[config.mk]
export PLATFORM = sky130hd
export DESIGN_NAME = fetch_decode_queue
export DESIGN_NICKNAME = d
export VERILOG_FILES = /design/src/rtl/fetch_decode_queue_pkg.sv /design/src/rtl/fetch_decode_queue_ram.sv /design/src/rtl/fetch_decode_queue.sv
export SDC_FILE = /design/constraint.sdc
export NUM_CORES = 1
export LEC_CHECK = 0
export ABC_AREA = 1
export CAP_MARGIN = 20
export CORE_MARGIN = 2
export CORE_UTILIZATION = 45
export DETAILED_ROUTE_END_ITERATION = 10
export MAX_ROUTING_LAYER = met4
export PLACE_DENSITY = 0.7
export SLEW_MARGIN = 15
export SYNTH_ARGS = -nofsm -noshare
export SYNTH_HDL_FRONTEND = slang
export SYNTH_SLANG_ARGS = --single-unit
[constraint.sdc]
create_clock -name clk -period 7.3 [get_ports clk]
set_input_delay 1.46 -clock clk [delete_from_list [all_inputs] [get_ports clk]]
set_output_delay 1.46 -clock clk [all_outputs]
set_load 0.02 [all_outputs]
[src/rtl/fetch_decode_queue_pkg.sv]
// Shared widths and entry bundle for the fetch/decode queue.
// Entry = {instruction, pc, incremented_pc}, 160 bits total.
`ifndef WORD
`define WORD 64
`endif
`ifndef INSTR_LEN
`define INSTR_LEN 32
`endif
`ifndef FDQ_ENTRY_W
`define FDQ_ENTRY_W (`INSTR_LEN + 2*`WORD)
`endif

package fetch_decode_queue_pkg;

   localparam int WORD_W  = `WORD;
   localparam int INSTR_W = `INSTR_LEN;
   localparam int ENTRY_W = `FDQ_ENTRY_W;

   typedef struct packed {
      logic [INSTR_W-1:0] instruction;
      logic [WORD_W-1:0]  pc;
      logic [WORD_W-1:0]  incremented_pc;
   } fdq_entry_t;

endpackage

[src/rtl/fetch_decode_queue_ram.sv]
// DEPTH x ENTRY_W storage: sync write, async read, no reset.
// Ports: clk, we, waddr, wdata, raddr, rdata.
module queue_ram
   import fetch_decode_queue_pkg::*;
#(
   parameter int DEPTH = 4,
   localparam int PTR_W = $clog2(DEPTH)
) (
   input  logic               clk,
   input  logic               we,
   input  logic [PTR_W-1:0]   waddr,
   input  logic [ENTRY_W-1:0] wdata,
   input  logic [PTR_W-1:0]   raddr,
   output logic [ENTRY_W-1:0] rdata
);

   logic [ENTRY_W-1:0] mem [DEPTH];

   always_ff @(posedge clk) begin
      if (we) mem[waddr] <= wdata;
   end

   assign rdata = mem[raddr];

endmodule

[src/rtl/fetch_decode_queue.sv]
// In-order Fetch->Decode instruction queue with one-cycle flush.
// Ports: clk, reset (async low), flush, in_* / out_* handshakes, count.
module fetch_decode_queue
   import fetch_decode_queue_pkg::*;
#(
   parameter int DEPTH = 4,
   localparam int PTR_W = $clog2(DEPTH)
) (
   input  logic                 clk,
   input  logic                 reset,
   input  logic                 flush,
   input  logic                 in_valid,
   output logic                 in_ready,
   input  logic [INSTR_W-1:0]   in_instruction,
   input  logic [WORD_W-1:0]    in_pc,
   input  logic [WORD_W-1:0]    in_incremented_pc,
   output logic                 out_valid,
   input  logic                 out_ready,
   output logic [INSTR_W-1:0]   out_instruction,
   output logic [WORD_W-1:0]    out_pc,
   output logic [WORD_W-1:0]    out_incremented_pc,
   output logic [PTR_W:0]       count
);

   localparam logic [PTR_W:0] FULL = (PTR_W+1)'(DEPTH);

   logic [PTR_W-1:0] wr_ptr;
   logic [PTR_W-1:0] rd_ptr;
   logic             push;
   logic             pop;
   fdq_entry_t       wr_entry;
   fdq_entry_t       rd_entry;
   fdq_entry_t       head;

   assign in_ready  = reset & (count < FULL);
   assign out_valid = (count != '0);
   assign push      = in_valid & in_ready & ~flush;
   assign pop       = out_valid & out_ready & ~flush;

   assign wr_entry.instruction    = in_instruction;
   assign wr_entry.pc             = in_pc;
   assign wr_entry.incremented_pc = in_incremented_pc;

   queue_ram #(.DEPTH(DEPTH)) u_ram (
      .clk   (clk),
      .we    (push),
      .waddr (wr_ptr),
      .wdata (wr_entry),
      .raddr (rd_ptr),
      .rdata (rd_entry)
   );

   // Empty queue shows an all-zero entry, never stale storage.
   assign head = out_valid ? rd_entry : '0;

   assign out_instruction    = head.instruction;
   assign out_pc             = head.pc;
   assign out_incremented_pc = head.incremented_pc;

   always_ff @(posedge clk or negedge reset) begin
      if (!reset) begin
         wr_ptr <= '0;
         rd_ptr <= '0;
         count  <= '0;
      end else if (flush) begin
         wr_ptr <= '0;
         rd_ptr <= '0;
         count  <= '0;
      end else begin
         if (push) wr_ptr <= wr_ptr + PTR_W'(1);
         if (pop)  rd_ptr <= rd_ptr + PTR_W'(1);
         unique case (1'b1)
            (push & ~pop): count <= count + 1'b1;
            (pop & ~push): count <= count - 1'b1;
            default:       count <= count;
         endcase
      end
   end

endmodule

Word level (Yosys, flattened, before mapping)

Memory sizes are Yosys's and may differ from the RTL's.
Cells that the tools add are included.

Flip-flop bits (word level): 7
Bits in writable memories: 640
Bits of input ports: 165
Output and inout port bits: 165
Word-level logic and storage cells: 32
Memories kept: 1

Memory list:

| name      | words | bits a word | read ports | clocked after Yosys merged registers in | write ports | line                         | RTL |
|---|---|---|---|---|---|---|---|
| u_ram.mem | 4     | 160         | 1          | 0                                       | 1           | fetch_decode_queue_ram.sv:17 | `logic [ENTRY_W-1:0] mem [DEPTH];` |

Add/sub/neg operators: 4
Magnitude comparators: 1
Mux-type cells: 9
Bitwise gates (word level): 10
Reductions and logical operators: 4

Operator list:

| cell                                                                | number |
|---|---|
| 160-bit two-way mux                                                 | 1 |
| 2-bit two-way mux                                                   | 4 |
| 1-bit AND                                                           | 7 |
| 3-bit one-hot mux with 2 select lines                               | 1 |
| 3-bit nonzero test                                                  | 2 |
| 2-bit by 1-bit adder with 2-bit output (second input constant)      | 2 |
| 2-bit nonzero test                                                  | 2 |
| 3-bit by 1-bit adder with 3-bit output (second input constant)      | 1 |
| 3-bit < comparator (second input constant)                          | 1 |
| 3-bit two-way mux                                                   | 1 |
| 1-bit inverter                                                      | 3 |
| 3-bit by 1-bit subtractor with 3-bit output (second input constant) | 1 |
| 1-bit two-way mux                                                   | 2 |

Depth between registers and ports, before layout

Depth after elaboration: 8
Depth in mapped cells: 11
Depth with buffers taken out: 11

Cells and area by module

A second synthesis with hierarchy kept.

Cells, all modules: 2905
Area, all modules: 28873.9 um^2

Modules (own cells, without submodules):

| module             | instances | cells each | area each (um^2) | sequential area each (um^2) |
|---|---|---|---|---|
| queue_ram          | 1         | 2515       | 27074.7          | 19218.4 |
| fetch_decode_queue | 1         | 390        | 1799.2           | 175.2 |

Worst setup path after synthesis

OpenSTA, ideal clock, no wires.

Path type: input port to flip-flop
From: input reset
To: memory u_ram.mem[0][0] (netlist bit) (enable)
Library setup time: 0.683 ns
Arrival time: 8.739 ns
Required time: 6.617 ns
Setup slack: -2.122 ns
Cell stages on the path: 4
Path buffers: 0
Path through: inv_1 -> nor2_1 -> nand3_1 -> nor2_1

Cells in the longest elaborated chain, start to end: 5

RTL lines:

| what                                    | line                         | RTL |
|---|---|---|
| start, declared                         | fetch_decode_queue.sv:10     | `input logic reset,` |
| 1-bit AND                               | fetch_decode_queue.sv:35     | `assign in_ready = reset & (count < FULL);` |
| named net in_ready                      | fetch_decode_queue.sv:13     | `output logic in_ready,` |
| 1-bit AND (2 in a row)                  | fetch_decode_queue.sv:37     | `assign push = in_valid & in_ready & ~flush;` |
| 1-bit two-way mux                       | fetch_decode_queue_ram.sv:20 | `if (we) mem[waddr] <= wdata;` |
| 1-bit two-way mux (implied by the code) | fetch_decode_queue_ram.sv:20 |  |
| end, declared                           | fetch_decode_queue_ram.sv:17 |  |

The timed path passes the listed nets, and every way through them passes these cells.

Worst setup path after layout

From: register rd_ptr[0]
To: output out_pc[47]

Cells in the longest elaborated chain, start to end: 2

RTL lines:

| what                   | line                     | RTL |
|---|---|---|
| start, declared        | fetch_decode_queue.sv:28 | `logic [PTR_W-1:0] rd_ptr;` |
| start signal, assigned | fetch_decode_queue.sv:71 | `if (pop) rd_ptr <= rd_ptr + PTR_W'(1);` |
| memory 4 x 160 bit     | n/a                      |  |
| 160-bit two-way mux    | fetch_decode_queue.sv:54 | `assign head = out_valid ? rd_entry : '0;` |
| end, declared          | fetch_decode_queue.sv:20 | `output logic [WORD_W-1:0] out_pc,` |

No other way between the ends.

==> summary.md <==
| Metric | Value |
|---|---|
| EDFF count, synth | 640 |
| Post-Synth XOR/XNOR Area | 0.03479% |
| Final Setup Violations | 0 |
| FFs w/ async S/R, synth | 1.082% |
| Hold slack | 0.5684 ns |
| Register area share after synthesis | 77.04% |
| Largest family of logic cells by synthesized area | simple AND/OR/NAND/NOR gates |
| Post-place setup slack | 2.555 ns |
| IO buf count | 329 |
| Synth Register Bits | 647 |
| Vias in the first global route | 15.96k |
| Grt ovf | 0 |
| # DRC | 0 |
| CTS tree | done |
| Antenna violations before repair | 11 |
| PwrDens | 363.9 nW/um2 |
| Clock Sinks | 647 |
| Final hold vios | 0 |
| Pwr Total | 11.34 mW |
| Row cnt | 86 |
| Fin crit share | 73.69% |
| Final Cell Area | 31,170 um2 |
| Crit path time final | 5.380 ns |
| Critical path type | register to output pin |
| Post-synthesis simple-gate area fraction | 10.02% |
| Gate count of the mapped netlist | 1,950 |
| Setup ws final | 1.920 ns |
| Clk root buf | clkbuf_16 |
| Finished Core Util | 56.46% |
| F_max | 185.9 MHz |
| Crit. End Element | output pin |
| Slew Viols, Final | 0 |
| Largest net degree at the start of global routing | 164 |
| Top_reg_cell synth | edfxtp_1 |
| Share of the synthesized area in the top cell type | 76.35% |
| Synth unique cells | 21 |
| DR vias | 15.83k |
| Max-cap violations | 0 |
| Postcts setup bufs | 0 |
| Mean Syn Cell Area | 12.91 um2 |
| Crit-path max FO | 72 |
| TritonCTS buffer count | 68 |
| Drt pass-1 iters | 5 |
| YS warnings | 0 |
| Core area | 55,200 um2 |
| Most common cell in the synthesized netlist | nor2_1 |
| WP data arrival | 3.92 ns |
| Clk slew on worst S/H paths | 0.06 ns |
| Top post-synthesis cells by count | nor2_1, edfxtp_1, o21ai_1 |
| Fin Setup TNS | 0 ns |
| Syn_nets | 2,120 |
| First-pass GRT wire length | 87,940 um |
| Post-CTS Hold Fix Bufs | 0 |
| Worst skew pair latency | 0.60 ns |
| Cells after DPL | 2,926 |
| Dominant cells by area after synthesis | edfxtp_1, nor2_1, o21ai_1 |
| All-Layer GR Usage | 20.52% |
| Layout cell share with drive strength beyond 1 | 5.231% |
| Post-synthesis adder-cell area fraction | 0.2783% |
| Critical Path Start Type | register |
| PostCTS Resize Cnt | 0 |
| Vias per cell | 5.181 |
| Leakage | 10.29 nW |
| Clock Path Buffers | 3 |
| Final WL | 58,160 um |
| Final HPWL DP | 31,260 um |
| Htree depth | 3 |
| Area added between synthesis and finish | 23.81% |
| RePlAce Congestion | 0.7621 |
| RSZ-0062 raised after global routing | false |
| Die Y-Extent | 240.5 um |
| Post-Syn Area | 25,170 um2 |
| Instance area at placement | 29,030 um2 |
| First DRT Iteration DRCs | 1,079 |
| Area leader, netlist | edfxtp_1 |
| Compound-Gate Fraction of Synth Area | 9.712% |
| Post-synthesis mux area share | 0% |
| Die W | 240.5 um |
| Max_slew headroom | 25.73% |
| Num ports | 330 |
| Peak VDD IR | 0.3832 mV |
| Area of the die | 57,850 um2 |
| Final cell count without fillers | 3,055 |
| Routed length per placed instance | 19.04 um |
| Worst-case clock skew | 0.01729 ns |
| Antenna Nets Post-Route | 0 |
| WP data required | 5.84 ns |
| Outcome | complete, no violations |
| Final net count | 2,418 |
| Slew at the pin closest to its max-slew limit | 1.114 ns |
| Initial Utilization | 45.60% |
| Worst hold path type | register to register |
## final timing paths
| path | cells after the start | slack [ns] | startpoint | to |
|---|---|---|---|---|
| min in group asynchronous | 1 | 1.17 | reset | rd_ptr[0] |
| max in group asynchronous | 1 | 5.81 | reset | rd_ptr[1] |
| worst min register to register | 1 | 0.57 | wr_ptr[0] | wr_ptr[0] |
| worst max-delay path | 7 | 1.92 | rd_ptr[0] | out_pc[47] |
| worst max register to register | 5 | 4.51 | count[2] | u_ram.mem[3][123] |
| worst min-delay path | 1 | 0.57 | wr_ptr[0] | wr_ptr[0] |
## cells by family after synthesis
family,Yosys count
simple gates,670
flops,647
compound gates,488
buf+inv,139
fa+ha+maj,5
xor+xnor,1
## per-layer routing
metal / GRT usage, % / wire (um)
met1: 24.38 / 23550
met2: 33.32 / 28460
met3: 6.831 / 4884
met4: 6.079 / 1262
met5: - / 0
## flip-flops by register name, indices dropped and copies added, names as in the netlist
name,count
u_ram.mem,640
count,3
rd_ptr,2
wr_ptr,2
## worst max-delay path, stage by stage, from the launching register on
cell             delay (ns)
dfrtp_4                0.74
buf_4                  0.59
buf_4                  0.68
nor2_1                 0.12
nor2_1                 0.12
o21ai_1                0.09
a21oi_1                0.23
clkdlybuf4s50_1        0.64
## layout make-up
cell class              count  area, um2
well taps                 748      935.9
diodes                     13      32.53
flip-flops and latches    647      19400
clock buffers              85       1849
inverters                  16      75.07
clock inverters            31      251.5
multi-input cells        1164       5076
fillers                  4414      24030
repair buffers            351       3546
## layout by cell type (no fill, tap or decap), drive strengths merged
master	instances
buf	22
o21ai	324
ha	4
inv	19
xnor2	1
diode	13
nand2	16
edfxtp	640
fa	1
bufinv	3
clkbuf	85
nor2	650
clkinvlp	3
nand3	4
a21boi	1
a21oi	163
dfrtp	7
clkdlybuf4s50	329
clkinv	22
## power by group
part	switching (mW)	internal (mW)	total [mW]
combinational	2.36	1.46	3.82
clock	1.35	1.90	3.25
sequential	0.0656	4.21	4.27
(Power assumes the default switching activity.)
==> edit 1, RTL diff (same flow settings) <==
Set the macro `WORD` to 128 (it was 64).
--- a/src/rtl/fetch_decode_queue_pkg.sv
+++ b/src/rtl/fetch_decode_queue_pkg.sv
@@ -3,3 +3,3 @@
 `ifndef WORD
-`define WORD 64
+`define WORD 128
 `endif
Ports: changed (resized in_incremented_pc, in_pc, out_incremented_pc and out_pc); port bits go from 330 to 586. No check against the original RTL was run, so the function may have changed too.
==> edit 1 against the original RTL <==
- power increased by 79%
- final cell count rose by 76%
- setup slack got worse by 0.30 ns
- sequential power increased by 78%
- sequential cell count rose by 512
- synthesized cell count grew 77%
- cell area increased by 78%
- routed wire length grew 88%
- synthesized area rose by 78%
- first-iteration DRC count rose by 120%
- critical endpoint is now out_pc[15]
==> edit 1: results (changes against the original RTL) <==
[global_routing]
grt_util_met2_pct=34.3  ; +1.0 points
grt_usage_pct=21.2  ; +0.73 points
antenna_found_initial=23  ; +12
grt_pass1_wl_um=162000  ; +84%
grt_max_degree=202  ; +23%
first_global_vias=27100  ; +70%
grt_use_met1_pct=26.7  ; +2.3 points
met3_usage_pct=4.12  ; -2.7 points

[pwr]
vdd_ir_drop_max_mv=0.595  ; +55%
power.leakage_nw=18.3  ; +78%
switchingPower_mw=6.87  ; +82%

[place]
place_hpwl_um=62200  ; +99%
dp.cells=5152  ; +76%
port_buffers=585  ; +78%
gp_congestion=0.775  ; +1.7%

[clocking]
h-tree-depth=3  ; unchanged
clkLatencyLatePin_ns=0.68  ; +0.08 ns
cts_buffers=112  ; +65%
root_buffer=clkbuf_16
clockBufferDepth=3  ; unchanged

[detailed_routing]
vias_per_cell=5.29  ; +2.1%
drt_iter0_markers=2407  ; +120%
wl_per_cell_um=20.3  ; +6.5%
dr.pass1.iters=5  ; unchanged

[synthesis]
synth_adder_area_share_pct=0.156  ; -0.12 points
netlist_instances=3457  ; +77%
ys_types=20  ; -4.8%
synthesis.nets=3755  ; +77%
ys_seq_area_share_pct=77.5  ; +0.47 points
synthArstFlopShare_pct=0.604  ; -0.48 points
synth-edff-count=1152  ; +80%
synth-xor-area-share_pct=0.0195  ; -0.015 points
yosys-top-cells-count=nor2_1, edfxtp_1, o21ai_1
ys_top_cells_by_area=edfxtp_1, nor2_1, o21ai_1
synth-compound-area-share_pct=9.73  ; +0.023 points

[setup_path]
r2r-end=u_ram.mem[1][129]$_DFFE_PP_
crit_path_max_incr_delay_ns=0.90  ; +0.16 ns
critical_path.max_fanout=61  ; -15%
crit_family=buffers and inverters
r2r_slack_ns=4.38  ; -0.13 ns
arrival_ns=4.22  ; +0.30 ns
r2r_cells=4  ; -1
crit_slowest_cell=dfrtp_4

[outcome]
status=finished clean

[worst_hold_path]
whs_endpoint=count[1]$_DFFE_PN0P_
holdPathStages=2  ; +1
hold_start=count[1]$_DFFE_PN0P_

[sta]
hold_slack_ns=0.574  ; +0.00598 ns
worst_pin_slew_ns=1.33  ; +0.213 ns
finalClockSkew_ns=0.0201  ; +0.00277 ns

[finish]
reg.largest.list=u_ram.mem x1152, count x3
layout-drive-gt1-share_pct=5.18  ; -0.051 points
largest_register_ffs=1152  ; +80%
nets=4278  ; +77%

edit 1: power by group through the flow:
| stage | Sequential [mW] | Combinational [mW] | Clock [mW] |
|---|---|---|---|
| 3_5_place_dp | 7.76 | 6.98 | 0 |
| 6_report | 7.62 | 6.99 | 5.72 |
| 4_1_cts | 7.62 | 7.03 | 5.82 |
| 2_1_floorplan | 7.78 | 3.80 | 0 |
| 3_3_place_gp | 7.76 | 6.95 | 0 |
| 5_1_grt | 7.64 | 7.43 | 6.09 |
edit 1: metal layers:
layer  routed length [µm]  vias up  part of all wire [%]
met5                    0        -                     0
met4                 2970        0                   2.7
met3                 7840      160                   7.2
met2                54700      995                    50
met1                43700    13900                    40
li1                     -    13400                     -
edit 1: cell type report:
cell class	count	area, µm²
clock inverters	72	686
diodes	24	60.1
well taps	1287	1610
flip-flops and latches	1159	34800
inverters	16	82.6
clock buffers	135	2950
repair buffers	631	6460
multi-input cells	2060	8920
fillers	7696	43000
edit 1: how the worst max path moves through the flow:
stage                                      to  slack, ns  cells past startpoint                   from
finish                             out_pc[15]       1.62                      7  rd_ptr[0]$_DFFE_PN0P_
global route          out_incremented_pc[108]       1.41                      7  rd_ptr[0]$_DFFE_PN0P_
CTS                                out_pc[15]       1.59                      7  rd_ptr[0]$_DFFE_PN0P_
detailed placement    out_incremented_pc[108]       2.39                      7  rd_ptr[0]$_DFFE_PN0P_
global placement      out_incremented_pc[108]       2.40                      7  rd_ptr[0]$_DFFE_PN0P_
floorplan           u_ram.mem[0][0]$_DFFE_PP_      -2.84                      4                  reset
edit 1: metrics by stage:
step,setup slack [ns],utilization [%]
3_3_place_gp,2.40,52.6
2_1_floorplan,-2.84,-
5_1_grt,1.41,56.4
3_5_place_dp,2.39,52.6
4_1_cts,1.59,56.3
6_report,1.62,56.4
==> edit 2, RTL diff (same flow settings) <==
Made on the original files. Make the reset (`reset`) synchronous in one clocked block. Comments in the files are not updated.
--- a/src/rtl/fetch_decode_queue.sv
+++ b/src/rtl/fetch_decode_queue.sv
@@ -59,3 +59,3 @@
 
-   always_ff @(posedge clk or negedge reset) begin
+   always_ff @(posedge clk) begin
       if (!reset) begin
Check against the original RTL: differs if reset is asserted again (counterexample within 4 cycles, from zero or initial values and one cycle with reset low); with reset held inactive, the same outputs for 4 cycles.
==> edit 2 against the original RTL <==
- core utilization down 0.15 points
- cell area about the same
- sequential cell count up 2
- routed wire length up 2.4%
- worst hold slack worse by 0.095 ns
- synthesized area up 0.55%
- setup slack better by 0.12 ns
- critical endpoint is now out_pc[33]
- largest cell class unchanged
Power is not compared: it rests on default switching activity, and its combinational part moved more than twofold at a synthesized area within 25%.
==> edit 2: results (changes against the original RTL) <==
[global_routing]
grt_util_met2_pct=33.7  ; +0.42 points
grt_pass1_wl_um=88700  ; +0.88%
grt_max_degree=185  ; +13%
antenna_found_initial=9  ; -2
grt_use_met1_pct=24.8  ; +0.45 points
met3_usage_pct=6.82  ; -0.014 points
grt_usage_pct=20.7  ; +0.20 points

[synthesis]
synth_warnings=0  ; unchanged
yosys-top-cells-count=nor2_1, edfxtp_1, o21ai_0
ys_seq_area_share_pct=76.6  ; -0.40 points
synth-compound-area-share_pct=9.63  ; -0.083 points
synth_adder_area_share_pct=0.326  ; +0.048 points
synthArstFlopShare_pct=0  ; -1.1 points
avgSynthCellArea_um2=12.9  ; +0.14%
synth-xor-area-share_pct=0  ; -0.035 points
synth_top_flop_cell=edfxtp_1
ys_top_cells_by_area=edfxtp_1, nor2_1, o21ai_0
synthesis.nets=2129  ; +0.42%

[clocking]
cts_buffers=67  ; -1.5%
h-tree-depth=3  ; unchanged
cts_setup_buffers=0  ; unchanged

[finish]
fin_util_pct=56.3  ; -0.15 points
layout-drive-gt1-share_pct=5.05  ; -0.18 points
nets=2422  ; +0.17%
nFillCells=4417  ; +0.068%

[detailed_routing]
num_vias=16000  ; +1.1%
wl_per_cell_um=19.5  ; +2.5%
met1_length_um=24000  ; +2.1%
wl_met3_um=5340  ; +9.3%
wl_met2_um=29100  ; +2.2%
drt_iter0_markers=1313  ; +22%
wirelength_um=59500  ; +2.4%

[pwr]
power.leakage_nw=10.3

[place]
dpl-instance-area_mm2=0.0290  ; about the same
dp.cells=2930  ; +0.14%
place_hpwl_um=31900  ; +2.1%
dp_worst_setup_slack_ns=2.65  ; +0.0986 ns
gp_congestion=0.775  ; +1.7%

[worst_hold_path]
holdPathStages=2  ; +1

[outcome]
status=finished clean

[sta]
relSlewSlack_pct=23.7  ; -2.0 points
finalClockSkew_ns=0.0157  ; -0.00160 ns

[setup_path]
crit_slowest_cell=buf_4
crit_path_max_incr_delay_ns=0.82  ; +0.08 ns

## edit 2: layout make-up
type	count	share of cell area (%)
Sequential cell	649	62.3
Clock inverter	31	0.908
Tap cell	748	3.00
Antenna cell	9	0.0723
Inverter	21	0.293
Multi-Input combinational cell	1165	16.3
Timing Repair Buffer	347	11.3
Clock buffer	83	5.78
## edit 2: final timing paths
kind / start / endpoint / slack, ns
setup / recovery: flip-flop / out_pc[33] / 2.04
hold / removal: rd_ptr[0]$_SDFFE_PP0P_ / flip-flop / 0.47
setup reg to reg: count[2]$_SDFFE_PP0P_ / u_ram.mem[3][87]$_DFFE_PP_ / 4.65
hold reg to reg: rd_ptr[0]$_SDFFE_PP0P_ / flip-flop / 0.47
## edit 2: worst min-delay path, cell delays in order, from the launching register on
cell and delay (ns):
dfxtp_1 0.31, nand2_1 0.07, a21oi_1 0.05
## edit 2: where the power goes
group	switching, mW	internal, mW
combinational	0.201	0.157
sequential	0.0112	4.14
clock	1.35	1.89
total	1.57	6.19
